[src/rtl/riscv_pkg.sv]
// rtl/riscv_pkg.sv - shared RV32 constants and the fetch queue entry type
package riscv_pkg;

    localparam int XLEN = 32;

    // Major opcodes (instr[6:0]) that decode and ImmGen key on
    localparam logic [6:0] OP_IMM = 7'b0010011;
    localparam logic [6:0] LOAD   = 7'b0000011;
    localparam logic [6:0] JALR   = 7'b1100111;
    localparam logic [6:0] STORE  = 7'b0100011;
    localparam logic [6:0] BRANCH = 7'b1100011;

    // addi x0, x0, 0
    localparam logic [XLEN-1:0] NOP = 32'h00000013;

    typedef struct packed {
        logic [XLEN-1:0] pc;
        logic [XLEN-1:0] instr;
    } fetch_entry_t;

endpackage

[src/rtl/fetchq_ram.sv]
// rtl/fetchq_ram.sv - DEPTH x fetch_entry_t storage, sync write, async read
//
// Ports:
//   clk    in   write clock, rising edge
//   we     in   write enable
//   waddr  in   write index
//   wdata  in   entry to store
//   raddr  in   read index
//   rdata  out  entry at raddr (combinational)
// The array has no reset; the owner gates rdata while it holds no valid entry.
module fetchq_ram
    import riscv_pkg::*;
#(
    parameter int DEPTH = 8
) (
    input  logic                     clk,
    input  logic                     we,
    input  logic [$clog2(DEPTH)-1:0] waddr,
    input  fetch_entry_t             wdata,
    input  logic [$clog2(DEPTH)-1:0] raddr,
    output fetch_entry_t             rdata
);

    fetch_entry_t mem [DEPTH];

    always_ff @(posedge clk) begin
        if (we) begin
            mem[waddr] <= wdata;
        end
    end

    assign rdata = mem[raddr];

endmodule

[src/rtl/fetch_queue.sv]
// rtl/fetch_queue.sv - in-order {pc, instr} buffer between fetch and decode
//
// Ports:
//   clk        in   clock, rising edge
//   rst_n      in   asynchronous active-low reset
//   flush      in   synchronous discard of every entry (redirect)
//   in_valid   in   fetch presents {in_pc, in_instr}
//   in_ready   out  queue accepts the entry this cycle
//   in_pc      in   pc of the fetched instruction
//   in_instr   in   fetched instruction word
//   out_valid  out  head entry available to decode
//   out_ready  in   decode consumes the head this cycle
//   out_pc     out  pc of head entry, 0 when out_valid=0
//   out_instr  out  instr of head entry, 0 when out_valid=0
//   count      out  number of occupied entries
//
// Build option FETCHQ_BYPASS_EN: while the queue is empty and not flushing,
// the fetch side is forwarded straight to the decode side; if decode takes it
// in the same cycle the entry is never written.
module fetch_queue #(
    parameter int DEPTH = 8,
    parameter int XLEN  = 32
) (
    input  logic                       clk,
    input  logic                       rst_n,
    input  logic                       flush,
    input  logic                       in_valid,
    output logic                       in_ready,
    input  logic [XLEN-1:0]            in_pc,
    input  logic [XLEN-1:0]            in_instr,
    output logic                       out_valid,
    input  logic                       out_ready,
    output logic [XLEN-1:0]            out_pc,
    output logic [XLEN-1:0]            out_instr,
    output logic [$clog2(DEPTH):0]     count
);

    import riscv_pkg::*;

    localparam int PW = $clog2(DEPTH);
    localparam int CW = PW + 1;
    localparam logic [CW-1:0] FULL_CNT = CW'(DEPTH);

    logic [PW-1:0] wr_ptr;
    logic [PW-1:0] rd_ptr;
    logic [CW-1:0] count_q;

    fetch_entry_t head;
    fetch_entry_t wentry;

    logic empty;
    logic full;
    logic push;
    logic pop;
    logic bypass_take;
    logic wr_en;
    logic rd_en;
    logic [XLEN-1:0] sel_pc;
    logic [XLEN-1:0] sel_instr;

    assign empty    = (count_q == '0);
    assign full     = (count_q == FULL_CNT);
    assign in_ready = !flush && !full;

`ifdef FETCHQ_BYPASS_EN
    logic bypass_on;
    assign bypass_on   = empty && !flush;
    assign out_valid   = bypass_on ? in_valid : (!flush && !empty);
    assign sel_pc      = bypass_on ? in_pc    : head.pc;
    assign sel_instr   = bypass_on ? in_instr : head.instr;
    // Forwarded entry taken by decode this cycle: nothing to store or pop
    assign bypass_take = bypass_on && in_valid && out_ready;
`else
    assign out_valid   = !flush && !empty;
    assign sel_pc      = head.pc;
    assign sel_instr   = head.instr;
    assign bypass_take = 1'b0;
`endif

    // Zero when idle so decode sees an illegal op and ImmGen returns 0
    assign out_pc    = out_valid ? sel_pc    : '0;
    assign out_instr = out_valid ? sel_instr : '0;
    assign count     = count_q;

    assign push  = in_valid && in_ready;
    assign pop   = out_valid && out_ready;
    assign wr_en = push && !bypass_take;
    assign rd_en = pop && !bypass_take;

    assign wentry.pc    = in_pc;
    assign wentry.instr = in_instr;

    always_ff @(posedge clk or negedge rst_n) begin
        if (!rst_n) begin
            wr_ptr  <= '0;
            rd_ptr  <= '0;
            count_q <= '0;
        end else if (flush) begin
            wr_ptr  <= '0;
            rd_ptr  <= '0;
            count_q <= '0;
        end else begin
            if (wr_en) begin
                wr_ptr <= wr_ptr + PW'(1);
            end
            if (rd_en) begin
                rd_ptr <= rd_ptr + PW'(1);
            end
            case ({wr_en, rd_en})
                2'b10:   count_q <= count_q + CW'(1);
                2'b01:   count_q <= count_q - CW'(1);
                default: count_q <= count_q;
            endcase
        end
    end

    fetchq_ram #(
        .DEPTH (DEPTH)
    ) u_ram (
        .clk   (clk),
        .we    (wr_en),
        .waddr (wr_ptr),
        .wdata (wentry),
        .raddr (rd_ptr),
        .rdata (head)
    );

`ifndef SYNTHESIS
    a_no_push_full: assert property (@(posedge clk) disable iff (!rst_n)
        !(wr_en && full));
    a_no_pop_empty: assert property (@(posedge clk) disable iff (!rst_n)
        !(rd_en && empty));
    a_count_range: assert property (@(posedge clk) disable iff (!rst_n)
        count_q <= FULL_CNT);
`endif

endmodule

[config.mk]
export PLATFORM = sky130hd
export DESIGN_NAME = fetch_queue
export DESIGN_NICKNAME = d
export VERILOG_FILES = /design/src/rtl/riscv_pkg.sv /design/src/rtl/fetchq_ram.sv /design/src/rtl/fetch_queue.sv
export SDC_FILE = /design/constraint.sdc
export NUM_CORES = 1
export LEC_CHECK = 0
export CORE_UTILIZATION = 28
export CTS_CLUSTER_DIAMETER = 100
export CTS_CLUSTER_SIZE = 25
export DETAILED_ROUTE_END_ITERATION = 10
export PLACE_DENSITY_LB_ADDON = 0.05
export SKIP_LAST_GASP = 1
export SYNTH_ARGS = -nofsm -noshare
export SYNTH_HDL_FRONTEND = slang
export SYNTH_SLANG_ARGS = --single-unit
[constraint.sdc]
create_clock -name clk -period 12.8 [get_ports clk]
set_input_delay 1.92 -clock clk [delete_from_list [all_inputs] [get_ports clk]]
set_output_delay 1.92 -clock clk [all_outputs]
set_load 0.02 [all_outputs]
### Word-level counts from Yosys, hierarchy flattened

Memories as Yosys holds them, arrays and structs flattened.
Cells that the tools add are included.

| storage, ports and cells | value |
|---|---|
| output and inout port bits | 70 |
| word-level logic and storage cells | 32 |
| bits in writable memories | 512 |
| input bits | 69 |
| memories kept | 1 |
| register bits after elaboration | 10 |

Memories:

| name | depth | bits a word | rd ports | clocked after Yosys merged registers in | wr ports | RTL line | RTL |
|---|---|---|---|---|---|---|---|
| u_ram.mem | 8 | 64 | 1 | 0 | 1 | fetchq_ram.sv:24 | `fetch_entry_t mem [DEPTH];` |

| cells by class | value |
|---|---|
| equal/unequal tests | 3 |
| $add $sub $neg | 4 |
| muxes and demuxes | 10 |
| reduce and logical (&&, ||, !) cells | 11 |

Operator list:

| kind | number |
|---|---|
| two-way mux 32 bit | 2 |
| two-way mux 3 bit | 4 |
| case mux 4 bit (2 select lines) | 1 |
| adder 3 x 1 -> 3 bit (second input constant) | 2 |
| adder 4 x 1 -> 4 bit (second input constant) | 1 |
| equality test 4 bit (second input constant) | 1 |
| logical AND 1 bit | 4 |
| zero test 4 bit | 1 |
| two-way mux 4 bit | 1 |
| nonzero test 2 bit | 2 |
| subtractor 4 x 1 -> 4 bit (second input constant) | 1 |
| zero test 1 bit | 3 |
| nonzero test 3 bit | 1 |
| equality test 2 x 1 -> 1 bit (second input constant) | 1 |
| equality test 2 bit (second input constant) | 1 |
| two-way mux 1 bit | 2 |

### Logic depth before layout (Yosys ltp)

| logic depth | value |
|---|---|
| depth after elaboration | 7 |
| mapped depth | 10 |
| depth with buffers taken out | 8 |

### Hierarchy

From an unflattened synthesis, not the netlist that was laid out.

| second synthesis, totals | value |
|---|---|
| cells, all modules | 900 |
| area, all modules | 20435.8 sq um |

Modules (own cells, without submodules):

| module | instances | sequential area each (sq um) | area an instance (sq um) | cells each |
|---|---|---|---|---|
| fetchq_ram | 1 | 15374.7 | 19266.0 | 752 |
| fetch_queue | 1 | 250.2 | 1169.9 | 148 |

### Least setup slack after synthesis

OpenSTA, ideal clock, no wires.

| timing | value |
|---|---|
| path type | in2reg |
| start point | in in_valid |
| end point | mem u_ram.mem[0][0] in the netlist's numbering (enable) |
| path buffers | 0 |
| data required time | 12.156 ns |
| library setup time | 0.644 ns |
| data arrival time | 8.306 ns |
| path slack | 3.851 ns |
| stages on the path | 3 |
| path through | nor2b_1 -> nand2_1 -> nor4_1 |

| between the ends | value |
|---|---|
| longest elaborated chain between the ends | 3 |

Ends and longest elaborated chain:

| element | RTL line | RTL |
|---|---|---|
| start, declared | fetch_queue.sv:27 | `input logic in_valid,` |
| logical AND 1 bit | fetch_queue.sv:85 | `assign push = in_valid && in_ready;` |
| two-way mux 1 bit | fetchq_ram.sv:27 | `if (we) begin` |
| two-way mux 1 bit (implied by the code) | fetchq_ram.sv:28 | `mem[waddr] <= wdata;` |
| end, declared | fetchq_ram.sv:24 |  |

Every way passes these cells.

### Worst setup path in the final report

| timing | value |
|---|---|
| start point | reg rd_ptr[0] |
| end point | out out_pc[31] |

| between the ends | value |
|---|---|
| longest elaborated chain between the ends | 2 |

Ends and longest elaborated chain:

| element | RTL line | RTL |
|---|---|---|
| start, declared | fetch_queue.sv:45 | `logic [PW-1:0] rd_ptr;` |
| start signal, assigned | fetch_queue.sv:107 | `rd_ptr <= rd_ptr + PW'(1);` |
| memory read (8 x 64 bit) | - |  |
| two-way mux 32 bit | fetch_queue.sv:81 | `assign out_pc = out_valid ? sel_pc : '0;` |
| end, declared | fetch_queue.sv:33 | `output logic [XLEN-1:0] out_pc,` |

Every way passes these cells.

==> results.toml <==
[timing]
hold_violations = 0
setup_viol = 0
rsz0062_at_grt = "no"
drv_slew = 0
fin_skew_ps = 29.0
worstMarginPinSlew_ps = 1000
setup_slack_ps = 6340
fin_crit_ps = 6460
post-route-period-util_pct = 50.4
fmax_mhz = 155
slew_headroom_pct = 33.3
fin_hold_ws_ps = 691
tns_ps = 0

[finish]
seq_area_mm2 = 0.0156
layout-drive-gt1-share_pct = 19.2
area_delta_synth_final_pct = 16.5
fill_cells = 6709
stdcell_count = 1998
final_cell_mix = "512 x edfxtp_1, 138 x clkdlybuf4s50_1, 128 x mux4_2"
postLayoutCellArea_mm2 = 0.0235
mostFrequentLayoutCell = "edfxtp_1"
nets = 1114
multi_input_area_mm2 = 0.00435

[clock_network]
postCtsHoldBufs = 0
post-cts-setup-buffers = 0
cts_made_buffers = 25
cts_root_buffer = "clkbuf_16"
cts_buffer_depth = 3
cts_tree = "done"
cts_resized = 0
insertion_delay_ps = 590
cts_max_level = 1
cts.sinks = 522
clk_pin_slew_ps = 100

[worst_hold_path]
holdCritPathClass = "reg2reg"
hold_path_end = "wr_ptr[1]"
worstHoldPathCells = 2
hold_start = "wr_ptr[1]"

[job]
drv_cap = 0

[route]
avgRoutedWirePerCell_um = 23.1
drt_iter0_drc = 449
drt-total-wl_mm = 46.2
drtAntennaViolNets = 0
vias_per_cell = 4.50
num_vias = 8989
drcViolationCount = 0
first_pass_iters = 6

[critical_path]
path_class = "reg2out"
rrSetupSlack_ps = 9590
max_stage_delay_ps = 860
r2r-end = "u_ram.mem[3][26]"
cp_max_fo = 42
rr_worst_depth = 6
slowest_stage = "buf_4"
crit_top_cell = "buf_4"
required_ps = 10880
r2r-start = "count[1]"
cp-end-kind = "output port"
worst_ep_arrival_time_ps = 4540
crit_chain = "buf_4 -> buf_4 -> mux4_2 -> mux2i_1 -> nor2_1 -> clkdlybuf4s50_1"
worst_setup_path_start_kind = "flop"

[floorplan]
die_y_um = 270
die_w_um = 270
coreArea_mm2 = 0.0706
row_count = 97
die_area_mm2 = 0.0730
start_util_pct = 28.5
io_pins = 139

[logic_synthesis]
syn_inst = 898
synth-edff-count = 512
yosys.area.top_type = "edfxtp_1"
yosys_warnings = 0
synth_top_area_share_pct = 76.4
ys_ff_latch = 522
synthArstFlopShare_pct = 1.92
syn_area_mm2 = 0.0201
synth_cell_types = 43
syn_area_per_cell_um2 = 22.4
syn_nets = 971
synth_ff_type = "edfxtp_1"
yosys-top-cells-area = "edfxtp_1 76%, mux4_2 14%, mux2i_1 3.2%, nor2_1 1.4%, dfrtp_1 1.2%"
seq_area_frac_synth_pct = 77.6

[place]
preCtsSetupSlack_ps = 6320
port_buffers = 138
placement.cell_area_mm2 = 0.0227
gp_congestion = 0.670
place_inst = 1954
dp_hpwl_mm = 24.6

[global_route]
grt-busiest-layer = "met2"
grt_pass1_wl_mm = 68.4
grt_max_degree = 66
grt_pass1_vias = 9834
gr-usage-met3_pct = 1.94
overflow = 0
grt_use_met1_pct = 16.9
track_usage_pct = 12.7
antenna_found_initial = 5
gr-usage-met2_pct = 21.8

[power_and_ir_drop]
peakVddDrop_uv = 74.8
powerDensity_mw_per_mm2 = 165
p_leak_nw = 6.85

[outcome]
outcome = "finished clean"
[power by group]
part	switching, mW	total [mW]	leakage (nW)	internal (mW)
combinational	0.485	0.967	1.74	0.482
clock	0.528	0.916	0.354	0.388
sequential	0.0536	1.98	4.75	1.92
total	1.07	3.86	6.85	2.79
[synthesized netlist by cell type (2+ instances only)]
| master | instances |
|---|---|
| xor2_1 | 3 |
| nand3_1 | 3 |
| o21ai_0 | 3 |
| edfxtp_1 | 512 |
| nor3_1 | 4 |
| nand2_1 | 6 |
| buf_2 | 18 |
| nand2b_1 | 6 |
| nor2b_1 | 4 |
| nor3b_1 | 2 |
| clkbuf_1 | 20 |
| dfrtp_1 | 10 |
| buf_1 | 5 |
| ha_1 | 4 |
| mux2i_1 | 64 |
| a21oi_1 | 2 |
| nor2_1 | 73 |
| buf_6 | 2 |
| mux2_2 | 3 |
| nand3b_1 | 2 |
| mux4_2 | 128 |
| a31oi_1 | 2 |
| a211oi_1 | 2 |
[kinds of logic after synthesis]
group,after synthesis,synth area share (%)
AND/OR/NAND/NOR,111,2.63
flip-flops,522,77.6
multiplexers,196,17.7
buffers and inverters,46,1.04
AO/OA/AOI/OAI,15,0.566
XOR/XNOR,4,0.174
adder cells (fa/ha/maj),4,0.249
[flip-flops by register name, summed over array words and instances (netlist names)]
signal and cells:
count 4, u_ram.mem 512, rd_ptr 3, wr_ptr 3
[area by class of cell]
| type | count | share of cell area (%) |
|---|---|---|
| Antenna cell | 4 | 0.0427 |
| Sequential cell | 522 | 66.6 |
| Timing Repair Buffer | 161 | 6.62 |
| Multi-Input combinational cell | 330 | 18.5 |
| Clock inverter | 6 | 0.309 |
| Clock buffer | 34 | 2.81 |
| Inverter | 1 | 0.0160 |
| Tap cell | 940 | 5.01 |
[worst max-delay path, delay by kind of cell (launching register included)]
kind | cells | cell delay, ps
buf+inv | 3 | 2180
mux | 2 | 840
simple gates | 1 | 130
flops | 1 | 740
[worst max-delay path by stage]
stage,from,cells after the start,slack [ps],end
after floorplan,in_valid,3,3850,u_ram.mem[0][0]
after global placement,flush,4,6340,out_instr[14]
after detailed placement,flush,4,6320,out_instr[14]
after CTS,rd_ptr[0],6,6040,out_pc[31]
after global routing,rd_ptr[0],6,5860,out_pc[31]
final,rd_ptr[0],6,6340,out_pc[31]
[routing by layer]
metal  routed length [um]  up-vias
li1                     -     3986
met1                20600     4831
met2                23200      119
met3                 1390       47
met4                  898        6
met5                   43        -
[stage by stage]
step	total power, mW	utilization (%)
finish	3.86	33.2
global route	4.06	33.2
CTS	3.96	33.2
detailed placement	3.03	32.2
global placement	3.03	32.2
floorplan	2.67	-
Note: power is estimated with default switching activity, not from simulation.
